### src/rtl/coletor_pkg.sv
// Shared constants and state encoding for the result collector.
package coletor_pkg;

  localparam int N_ELEM     = 25;
  localparam int W_RES      = 9;
  localparam int N_PALAVRAS = 9;

  localparam int VALID_BIT = 30;
  localparam int CAMPO0    = 0;
  localparam int CAMPO1    = 9;
  localparam int CAMPO2    = 18;

  typedef enum logic [1:0] {
    ESPERA_VALID = 2'd0,
    ACK          = 2'd1,
    COMPLETO     = 2'd2
  } estado_t;

endpackage

### src/rtl/coletor_resultado_if.sv
// Producer/consumer bus of the result collector; erro exists only with COLETOR_CHECK_EN.
interface coletor_resultado_if #(
  parameter int W_RES = coletor_pkg::W_RES
);
  logic [31:0]      dado_in;
  logic             ack_out;
  logic             libera;
  logic [4:0]       rd_addr;
  logic [W_RES-1:0] rd_data;
  logic             pronta;
  logic [3:0]       palavras;
`ifdef COLETOR_CHECK_EN
  logic             erro;
`endif

  modport master (
    output dado_in, libera, rd_addr,
    input  ack_out, rd_data, pronta, palavras
`ifdef COLETOR_CHECK_EN
    , input erro
`endif
  );

  modport slave (
    input  dado_in, libera, rd_addr,
    output ack_out, rd_data, pronta, palavras
`ifdef COLETOR_CHECK_EN
    , output erro
`endif
  );
endinterface

### src/rtl/coletor_resultado_buffer.sv
// Result matrix storage: three write ports, one registered read port.
// Contents survive reset; only the read register is cleared.
module buffer_resultado #(
  parameter int N_ELEM = 25,
  parameter int W_RES  = 9
) (
  input  logic             clk_i,
  input  logic             rst_i,
  input  logic             we0_i,
  input  logic             we1_i,
  input  logic             we2_i,
  input  logic [4:0]       waddr0_i,
  input  logic [4:0]       waddr1_i,
  input  logic [4:0]       waddr2_i,
  input  logic [W_RES-1:0] wdata0_i,
  input  logic [W_RES-1:0] wdata1_i,
  input  logic [W_RES-1:0] wdata2_i,
  input  logic [4:0]       rd_addr_i,
  output logic [W_RES-1:0] rd_data_o
);
  localparam logic [4:0] ULTIMO = 5'(N_ELEM - 1);

  logic [W_RES-1:0] mem_q [N_ELEM];
  logic [W_RES-1:0] rd_data_q;

  always_ff @(posedge clk_i) begin
    if (we0_i) mem_q[waddr0_i] <= wdata0_i;
    if (we1_i) mem_q[waddr1_i] <= wdata1_i;
    if (we2_i) mem_q[waddr2_i] <= wdata2_i;
  end

  // Out-of-range indices read as zero rather than aliasing.
  always_ff @(posedge clk_i or posedge rst_i) begin
    if (rst_i)                    rd_data_q <= '0;
    else if (rd_addr_i <= ULTIMO) rd_data_q <= mem_q[rd_addr_i];
    else                          rd_data_q <= '0;
  end

  assign rd_data_o = rd_data_q;
endmodule

### src/rtl/coletor_resultado.sv
// Collects 9 four-phase handshaked words into a 25-element result matrix.
// COLETOR_CHECK_EN adds the sticky protocol-check flag erro.
module coletor_resultado #(
  parameter int N_ELEM = coletor_pkg::N_ELEM,
  parameter int W_RES  = coletor_pkg::W_RES
) (
  input logic                clk,
  input logic                reset,
  coletor_resultado_if.slave bus
);
  import coletor_pkg::*;

  estado_t    estado_q, estado_d;
  logic       ack_q, ack_d;
  logic       pronta_q, pronta_d;
  logic [3:0] palavras_q, palavras_d;
  logic       valid, captura, ultima;
  logic [4:0] base;
  logic       unused_bits;

  assign valid       = bus.dado_in[VALID_BIT];
  assign ultima      = (palavras_q == 4'(N_PALAVRAS - 1));
  assign captura     = (estado_q == ESPERA_VALID) && valid;
  assign base        = {palavras_q, 1'b0} + {1'b0, palavras_q};
  assign unused_bits = ^{bus.dado_in[31], bus.dado_in[29:27]};

  always_comb begin
    estado_d   = estado_q;
    ack_d      = ack_q;
    pronta_d   = pronta_q;
    palavras_d = palavras_q;
    case (estado_q)
      ESPERA_VALID: begin
        if (valid) begin
          estado_d = ACK;
          ack_d    = 1'b1;
        end
      end
      ACK: begin
        if (!valid) begin
          ack_d      = 1'b0;
          palavras_d = palavras_q + 4'd1;
          if (ultima) begin
            estado_d = COMPLETO;
            pronta_d = 1'b1;
          end else begin
            estado_d = ESPERA_VALID;
          end
        end
      end
      COMPLETO: begin
        if (bus.libera) begin
          estado_d   = ESPERA_VALID;
          pronta_d   = 1'b0;
          palavras_d = '0;
        end
      end
      default: estado_d = ESPERA_VALID;
    endcase
  end

  always_ff @(posedge clk or posedge reset) begin
    if (reset) begin
      estado_q   <= ESPERA_VALID;
      ack_q      <= 1'b0;
      pronta_q   <= 1'b0;
      palavras_q <= '0;
    end else begin
      estado_q   <= estado_d;
      ack_q      <= ack_d;
      pronta_q   <= pronta_d;
      palavras_q <= palavras_d;
    end
  end

  assign bus.ack_out  = ack_q;
  assign bus.pronta   = pronta_q;
  assign bus.palavras = palavras_q;

`ifdef COLETOR_CHECK_EN
  logic erro_q, erro_d;

  always_comb begin
    erro_d = erro_q;
    if (estado_q == COMPLETO && bus.libera)
      erro_d = 1'b0;
    else if (captura && ((|bus.dado_in[29:27]) || (ultima && (|bus.dado_in[26:9]))))
      erro_d = 1'b1;
  end

  always_ff @(posedge clk or posedge reset) begin
    if (reset) erro_q <= 1'b0;
    else       erro_q <= erro_d;
  end

  assign bus.erro = erro_q;
`endif

  // The last word carries a single element, so only port 0 writes then.
  buffer_resultado #(.N_ELEM(N_ELEM), .W_RES(W_RES)) u_buffer (
    .clk_i     (clk),
    .rst_i     (reset),
    .we0_i     (captura),
    .we1_i     (captura && !ultima),
    .we2_i     (captura && !ultima),
    .waddr0_i  (base),
    .waddr1_i  (base + 5'd1),
    .waddr2_i  (base + 5'd2),
    .wdata0_i  (bus.dado_in[CAMPO0 +: W_RES]),
    .wdata1_i  (bus.dado_in[CAMPO1 +: W_RES]),
    .wdata2_i  (bus.dado_in[CAMPO2 +: W_RES]),
    .rd_addr_i (bus.rd_addr),
    .rd_data_o (bus.rd_data)
  );
endmodule

### src/flat_wrapper.sv
// flat-port wrapper written by rule: the top's interface ports become plain ports
module coletor_resultado_flat import coletor_pkg::*;
#(
  parameter int N_ELEM = coletor_pkg::N_ELEM,
  parameter int W_RES  = coletor_pkg::W_RES
)
  (clk, reset, bus_dado_in, bus_libera, bus_rd_addr, bus_ack_out, bus_rd_data, bus_pronta, bus_palavras);
  coletor_resultado_if #(.W_RES(W_RES)) bus_i ();
  input logic clk;
  input logic reset;
  input wire logic [$bits(bus_i.dado_in)-1:0] bus_dado_in;
  input wire logic [$bits(bus_i.libera)-1:0] bus_libera;
  input wire logic [$bits(bus_i.rd_addr)-1:0] bus_rd_addr;
  output wire logic [$bits(bus_i.ack_out)-1:0] bus_ack_out;
  output wire logic [$bits(bus_i.rd_data)-1:0] bus_rd_data;
  output wire logic [$bits(bus_i.pronta)-1:0] bus_pronta;
  output wire logic [$bits(bus_i.palavras)-1:0] bus_palavras;
  assign bus_i.dado_in = bus_dado_in;
  assign bus_i.libera = bus_libera;
  assign bus_i.rd_addr = bus_rd_addr;
  assign bus_ack_out = bus_i.ack_out;
  assign bus_rd_data = bus_i.rd_data;
  assign bus_pronta = bus_i.pronta;
  assign bus_palavras = bus_i.palavras;
  coletor_resultado #(.N_ELEM(N_ELEM), .W_RES(W_RES)) u_core (.clk(clk), .reset(reset), .bus(bus_i));
endmodule
### config.mk
export PLATFORM = sky130hd
export DESIGN_NAME = coletor_resultado_flat
export DESIGN_NICKNAME = d
export VERILOG_FILES = /design/src/rtl/coletor_pkg.sv /design/src/rtl/coletor_resultado_if.sv /design/src/rtl/coletor_resultado_buffer.sv /design/src/rtl/coletor_resultado.sv /design/src/flat_wrapper.sv
export SDC_FILE = /design/constraint.sdc
export NUM_CORES = 1
export LEC_CHECK = 0
export BUFFER_PORTS_ARGS = -buffer_cell sky130_fd_sc_hd__buf_2
export CAP_MARGIN = 20
export CORE_ASPECT_RATIO = 1.4
export CORE_MARGIN = 2
export CORE_UTILIZATION = 32
export DETAILED_ROUTE_END_ITERATION = 16
export PLACE_DENSITY = 0.56
export SETUP_SLACK_MARGIN = 0.1
export SKIP_LAST_GASP = 1
export SLEW_MARGIN = 20
export SYNTH_ARGS = -nofsm -noshare
export SYNTH_HDL_FRONTEND = slang
export SYNTH_SLANG_ARGS = --single-unit
### constraint.sdc
create_clock -name clk -period 8.7 [get_ports clk]
set_input_delay 0.435 -clock clk [delete_from_list [all_inputs] [get_ports clk]]
set_output_delay 0.435 -clock clk [all_outputs]
set_load 0.02 [all_outputs]
After elaboration in Yosys (flattened, before gate mapping)
Memories as Yosys holds them, arrays and structs flattened. Index checks and enable logic that the tools add are counted.

Add/sub/neg operators: 4. Multipliers: 0. Divide/modulo/power cells: 0. $lt $le $gt $ge: 1. Equal/unequal tests: 7. Shift operators: 0. Multiplexer cells: 20. Bitwise gates (word level): 0. Reduce and logical (&&, ||, !) cells: 10.

Operator list (count): 1-bit 2-to-1 mux (9); 9-bit 2-to-1 mux (1); 3-bit AND reduction (3); 2-bit 2-to-1 mux (4); 4-bit 2-to-1 mux (2); 4-bit case mux with 2 select lines (1); 2-bit inequality test, second input constant (3); 2-bit case mux with 3 select lines (1); 5-bit by 1-bit adder with 5-bit output, second input constant (1); 5-bit by 2-bit adder with 5-bit output, second input constant (1); 5-bit by 4-bit adder with 5-bit output (1); 5-bit <= comparator, second input constant (1); 4-bit by 1-bit adder with 4-bit output, second input constant (1); 4-bit == test, second input constant (1); 1-bit case mux with 2 select lines (2); 4-bit AND reduction (1); 2-bit nonzero test (2); 2-bit by 1-bit == test with 1-bit output, second input constant (1); 2-bit == test, second input constant (1); 1-bit logical AND (2); 2-bit logical NOT (1); 2-bit by 1-bit inequality test with 1-bit output, second input constant (1); 1-bit logical NOT (1).

Flip-flop bits (word level): 17. Latch bits: 0. Bits in writable memories: 225. Bits in read-only memories: 0. Input bits: 40. Output and inout bits: 15. Word-level logic and storage cells: 48. Memories: 1.

Memories: u_core.u_buffer.mem_q (words 25, bits a word 9, read ports 1, clocked after memory_dff 0, write ports 3, line coletor_resultado_buffer.sv:23) `logic [W_RES-1:0] mem_q [N_ELEM];`.

Logic depth before layout (Yosys ltp)
Word-level depth: 5. Gate-level depth with buffers: 11.

Hierarchy
Synthesis repeated with hierarchy kept, for this count alone.

Cell total of the unflattened synthesis: 1478. Area, all modules: 15223.4 um^2.

Modules (own cells, without submodules): buffer_resultado (instances 1, cells an instance 1412, area each 14601.5 um^2, seq. area each 6981.7 um^2); coletor_resultado (instances 1, cells an instance 66, area each 621.8 um^2, seq. area each 200.2 um^2).

Worst setup path after synthesis
Ideal clock, no wire load.

Kind: register -> register. Start point: register u_core.palavras_q[0], in the netlist u_core.bus.palavras[0]. End point: memory u_core.u_buffer.mem_q[0][0], enable pin. Arrival: 3292 ps. Path slack: 5030 ps. Cell stages (with the launch flop): 10. Buffers on the path: 2. Period minus slack after synthesis: 3670 ps. Cells stage by stage: dfrtp_1 > ha_1 > fa_1 > ha_1 > nand2_1 > xnor2_2 > buf_2 > nand3_1 > clkbuf_1 > o211ai_1.

RTL lines: start, declared (line coletor_resultado.sv:16) `logic [3:0] palavras_q, palavras_d;`; start signal, assigned (line coletor_resultado.sv:72) `palavras_q <= palavras_d;`; end, declared (line coletor_resultado_buffer.sv:23).

==> results.yml <==
setup_path:
  startpoint_type: "flop"
  critical_path.endpoint_type: "flop"
  reg2reg_slack_ps: 3620
  crit_slowest_cell: "o221ai_1"
  slowest_delay_ps: 1120
  path_max_fanout: 19
  path_common_cell: "ha_1"
  crit_required_ps: 8880
  crit_chain: "ha_1, fa_1, ha_1, nand2_1, xnor2_4, nand3_1, o221ai_1"
  critPathKind: "reg2reg"
  worst_ep_arrival_time_ps: 5260
sta:
  fin_setup_tns_ps: 0
  layout_min_cycle_time_ps: 5076
  fin_skew_ps: 30.36
  final_hold_viol_count: 0
  rsz0062_at_grt: "false"
  post-route-period-util_pct: 58.34
  drv_slew: 0
  relSlewSlack_pct: 21.79
  worst_pin_slew_ps: 1173
  holdWs_ps: 120.6
  setup_viol: 0
  fmax_ghz: 0.1970
synthesis:
  synth_top_cell_by_area: "edfxtp_1"
  synth_ff_type: "edfxtp_1"
  avgSynthCellArea_um2: 10.48
  synthCells: 1525
  synth.net_count: 1576
  ys_ff_latch: 242
  synth_area_um2: 15980
  yosys.area.top_type_share_pct: 42.29
  synth_edf_count: 225
  synth_area_leaders: "edfxtp_1 42%, mux4_2 7.5%, nor3_1 5.6%"
  synth_warnings: 0
  yosys.cell_types.count: 67
  async_flop_share_pct: 7.025
  ys_seq_area_share_pct: 44.95
pwr:
  swShare_pct: 41.29
  ir_drop_mv: 0.1327
  p_comb_share_pct: 37.2
  p_sw_w: 0.001687
  pwr-share-clk_pct: 25.8
  seqPwrFrac_pct: 37.1
  p_per_area_nw_per_um2: 237.2
  p_int_w: 0.002399
  p_leak_nw: 5.449
final_layout:
  syn_to_final_growth_pct: 7.823
  final_util_pct: 35.07
  diodes: 0
  fin_nets: 1487
  fin_cells: 2091
  drive_gt1_share_pct: 17.26
  nFillCells: 4806
clocking:
  cts_sinks: 242
  cts_tree: "yes"
  cts_hold_buf: 0
  cts_setup_buffers: 0
  clock_latency_ps: 560
  clockBufferDepth: 3
  cts_buffers: 24
  clk_pin_slew_ps: 70
  h-tree-depth: 1
  cts_root_buf: "clkbuf_16"
  cts_resized: 0
outcome:
  outcome: "complete, no violations"
floorplanning:
  num_rows: 96
  core_um2: 49130
  start_util_pct: 32.52
  die_area_um2: 51760
  fp.dieH_um: 268.4
  io_pins: 55
  die_w_um: 192.8
global_routing:
  grt_first_pass_wirelength_mm: 88.42
  grt-ovfl-total: 0
  track_usage_pct: 23.14
  grt_max_degree: 105
  antenna_found_initial: 1
  grt_pass1_vias: 13360
routing:
  drt-initial-drc-count: 1795
  num_vias: 13660
  wl_per_cell_um: 28.93
  drcViolationCount: 0
  postRouteAntennaNets: 0
  avgViaCountPerCell: 6.533
  wl_mm: 60.48
  drt_pass1_iterations: 6
hold_path:
  min_path_type: "in2async"
job:
  max-cap-violations: 0
place:
  io_buffers: 50
  routabilityCongestion: 0.9871
  dp_hpwl_mm: 38.71
  post-place-cells: 2046
[flip-flops by register name (all words and copies together), names as in the netlist]
register	cells
u_core.u_buffer.mem_q	225
u_core.u_buffer.rd_data_o	9
u_core.bus.palavras	4
u_core.estado_q	2
u_core.bus.ack_out	1
u_core.bus.pronta	1
[cell families after synthesis]
logic type	share of synthesized area, %
muxes	17.50
buffers and inverters	5.020
and+or+nand+nor	14.51
xor gates and xnor gates	1.363
DFF	44.95
AOI/OAI and AO/OA	15.74
adders and majority gates	0.9085
[through the flow]
stage,power (W),setup WS (ps),cell area [µm²]
2_1_floorplan,0.002558,5030,15980
3_5_place_dp,0.003004,3649,16440
6_report,0.004086,3624,17230
3_3_place_gp,0.002976,3764,16430
5_1_grt,0.004205,3405,17230
4_1_cts,0.004036,3661,17210
[worst paths after layout]
| path | startpoint | endpoint | cells after the start |
|---|---|---|---|
| min in group clk | bus_dado_in[30] | u_core.estado_q[0] | 2 |
| setup reg to reg | u_core.bus.palavras[0] | u_core.u_buffer.mem_q[8][6] | 7 |
| setup / recovery | u_core.bus.palavras[0] | u_core.u_buffer.mem_q[8][6] | 7 |
| hold reg to reg | u_core.bus.pronta | u_core.bus.pronta | 2 |
| hold / removal | reset | u_core.bus.pronta | 2 |
| max in group asynchronous | reset | u_core.u_buffer.rd_data_o[4] | 2 |
[worst max-delay path, delay by kind of cell (launching register included)]
family | cells | cell delay, ps
fa+ha+maj | 3 | 1460
compound gates | 1 | 1120
simple gates | 2 | 950
xor+xnor | 1 | 660
flops | 1 | 520
[routing by layer]
| metal | track usage (%) | wire, µm |
|---|---|---|
| met5 | 0 | 0 |
| met3 | 2.730 | 5454 |
| met2 | 40.60 | 30710 |
| met4 | 14.79 | 3980 |
| met1 | 26.52 | 20340 |
[cells in the mapped netlist (all sizes together) (3+ instances only)]
| cell | count |
|---|---|
| edfxtp | 225 |
| nor3 | 190 |
| nand3 | 149 |
| o21ai | 141 |
| clkbuf | 132 |
| a31oi | 124 |
| mux2 | 81 |
| mux2i | 69 |
| a21oi | 62 |
| buf | 53 |
| mux4 | 53 |
| nand2 | 44 |
| o211ai | 19 |
| dfrtp | 17 |
| nor2 | 17 |
| inv | 13 |
| a2bb2oi | 12 |
| ha | 10 |
| o22ai | 9 |
| a32oi | 8 |
| and3 | 7 |
| or3 | 7 |
| a221oi | 6 |
| a22o | 6 |
| a22oi | 6 |
| nand4 | 6 |
| nor4 | 6 |
| nand2b | 5 |
| nor2b | 5 |
| o221ai | 5 |
| xnor3 | 5 |
| a211oi | 4 |
| xnor2 | 4 |
| and2 | 3 |
[cells in the final DEF (no fill, tap or decap), types with 9 or more instances in the layout]
cell type and count:
a21oi_1 62, a2bb2oi_1 12, a31oi_1 124, buf_2 49, buf_4 21, clkbuf_16 24, dfrtp_1 17, edfxtp_1 225
ha_1 10, inv_1 12, mux2_1 19, mux2_2 62, mux2i_1 69, mux4_2 53, nand2_1 43, nand3_1 149
nor2_1 16, nor3_1 180, o211ai_1 18, o21ai_0 141, o22ai_1 9
[power groups by stage]
stage / combinational [W] / sequential (W) / clock (W)
floorplan: 0.00103 / 0.00153 / 0
global placement: 0.00144 / 0.00153 / 0
detailed placement: 0.00147 / 0.00154 / 0
CTS: 0.00147 / 0.00151 / 0.00105
global route: 0.00159 / 0.00152 / 0.00110
finish: 0.00152 / 0.00151 / 0.00105
[cell type report]
class	instances	area (µm²)	area share, %
Tap cell	637	797.0	4.627
Clock buffer	30	653.1	3.791
Sequential cell	242	7182	41.69
Clock inverter	14	108.9	0.6319
Multi-Input combinational cell	1085	8034	46.64
Timing Repair Buffer	70	402.9	2.339
Inverter	13	48.80	0.2833
Note: power is estimated with default switching activity, not from simulation.
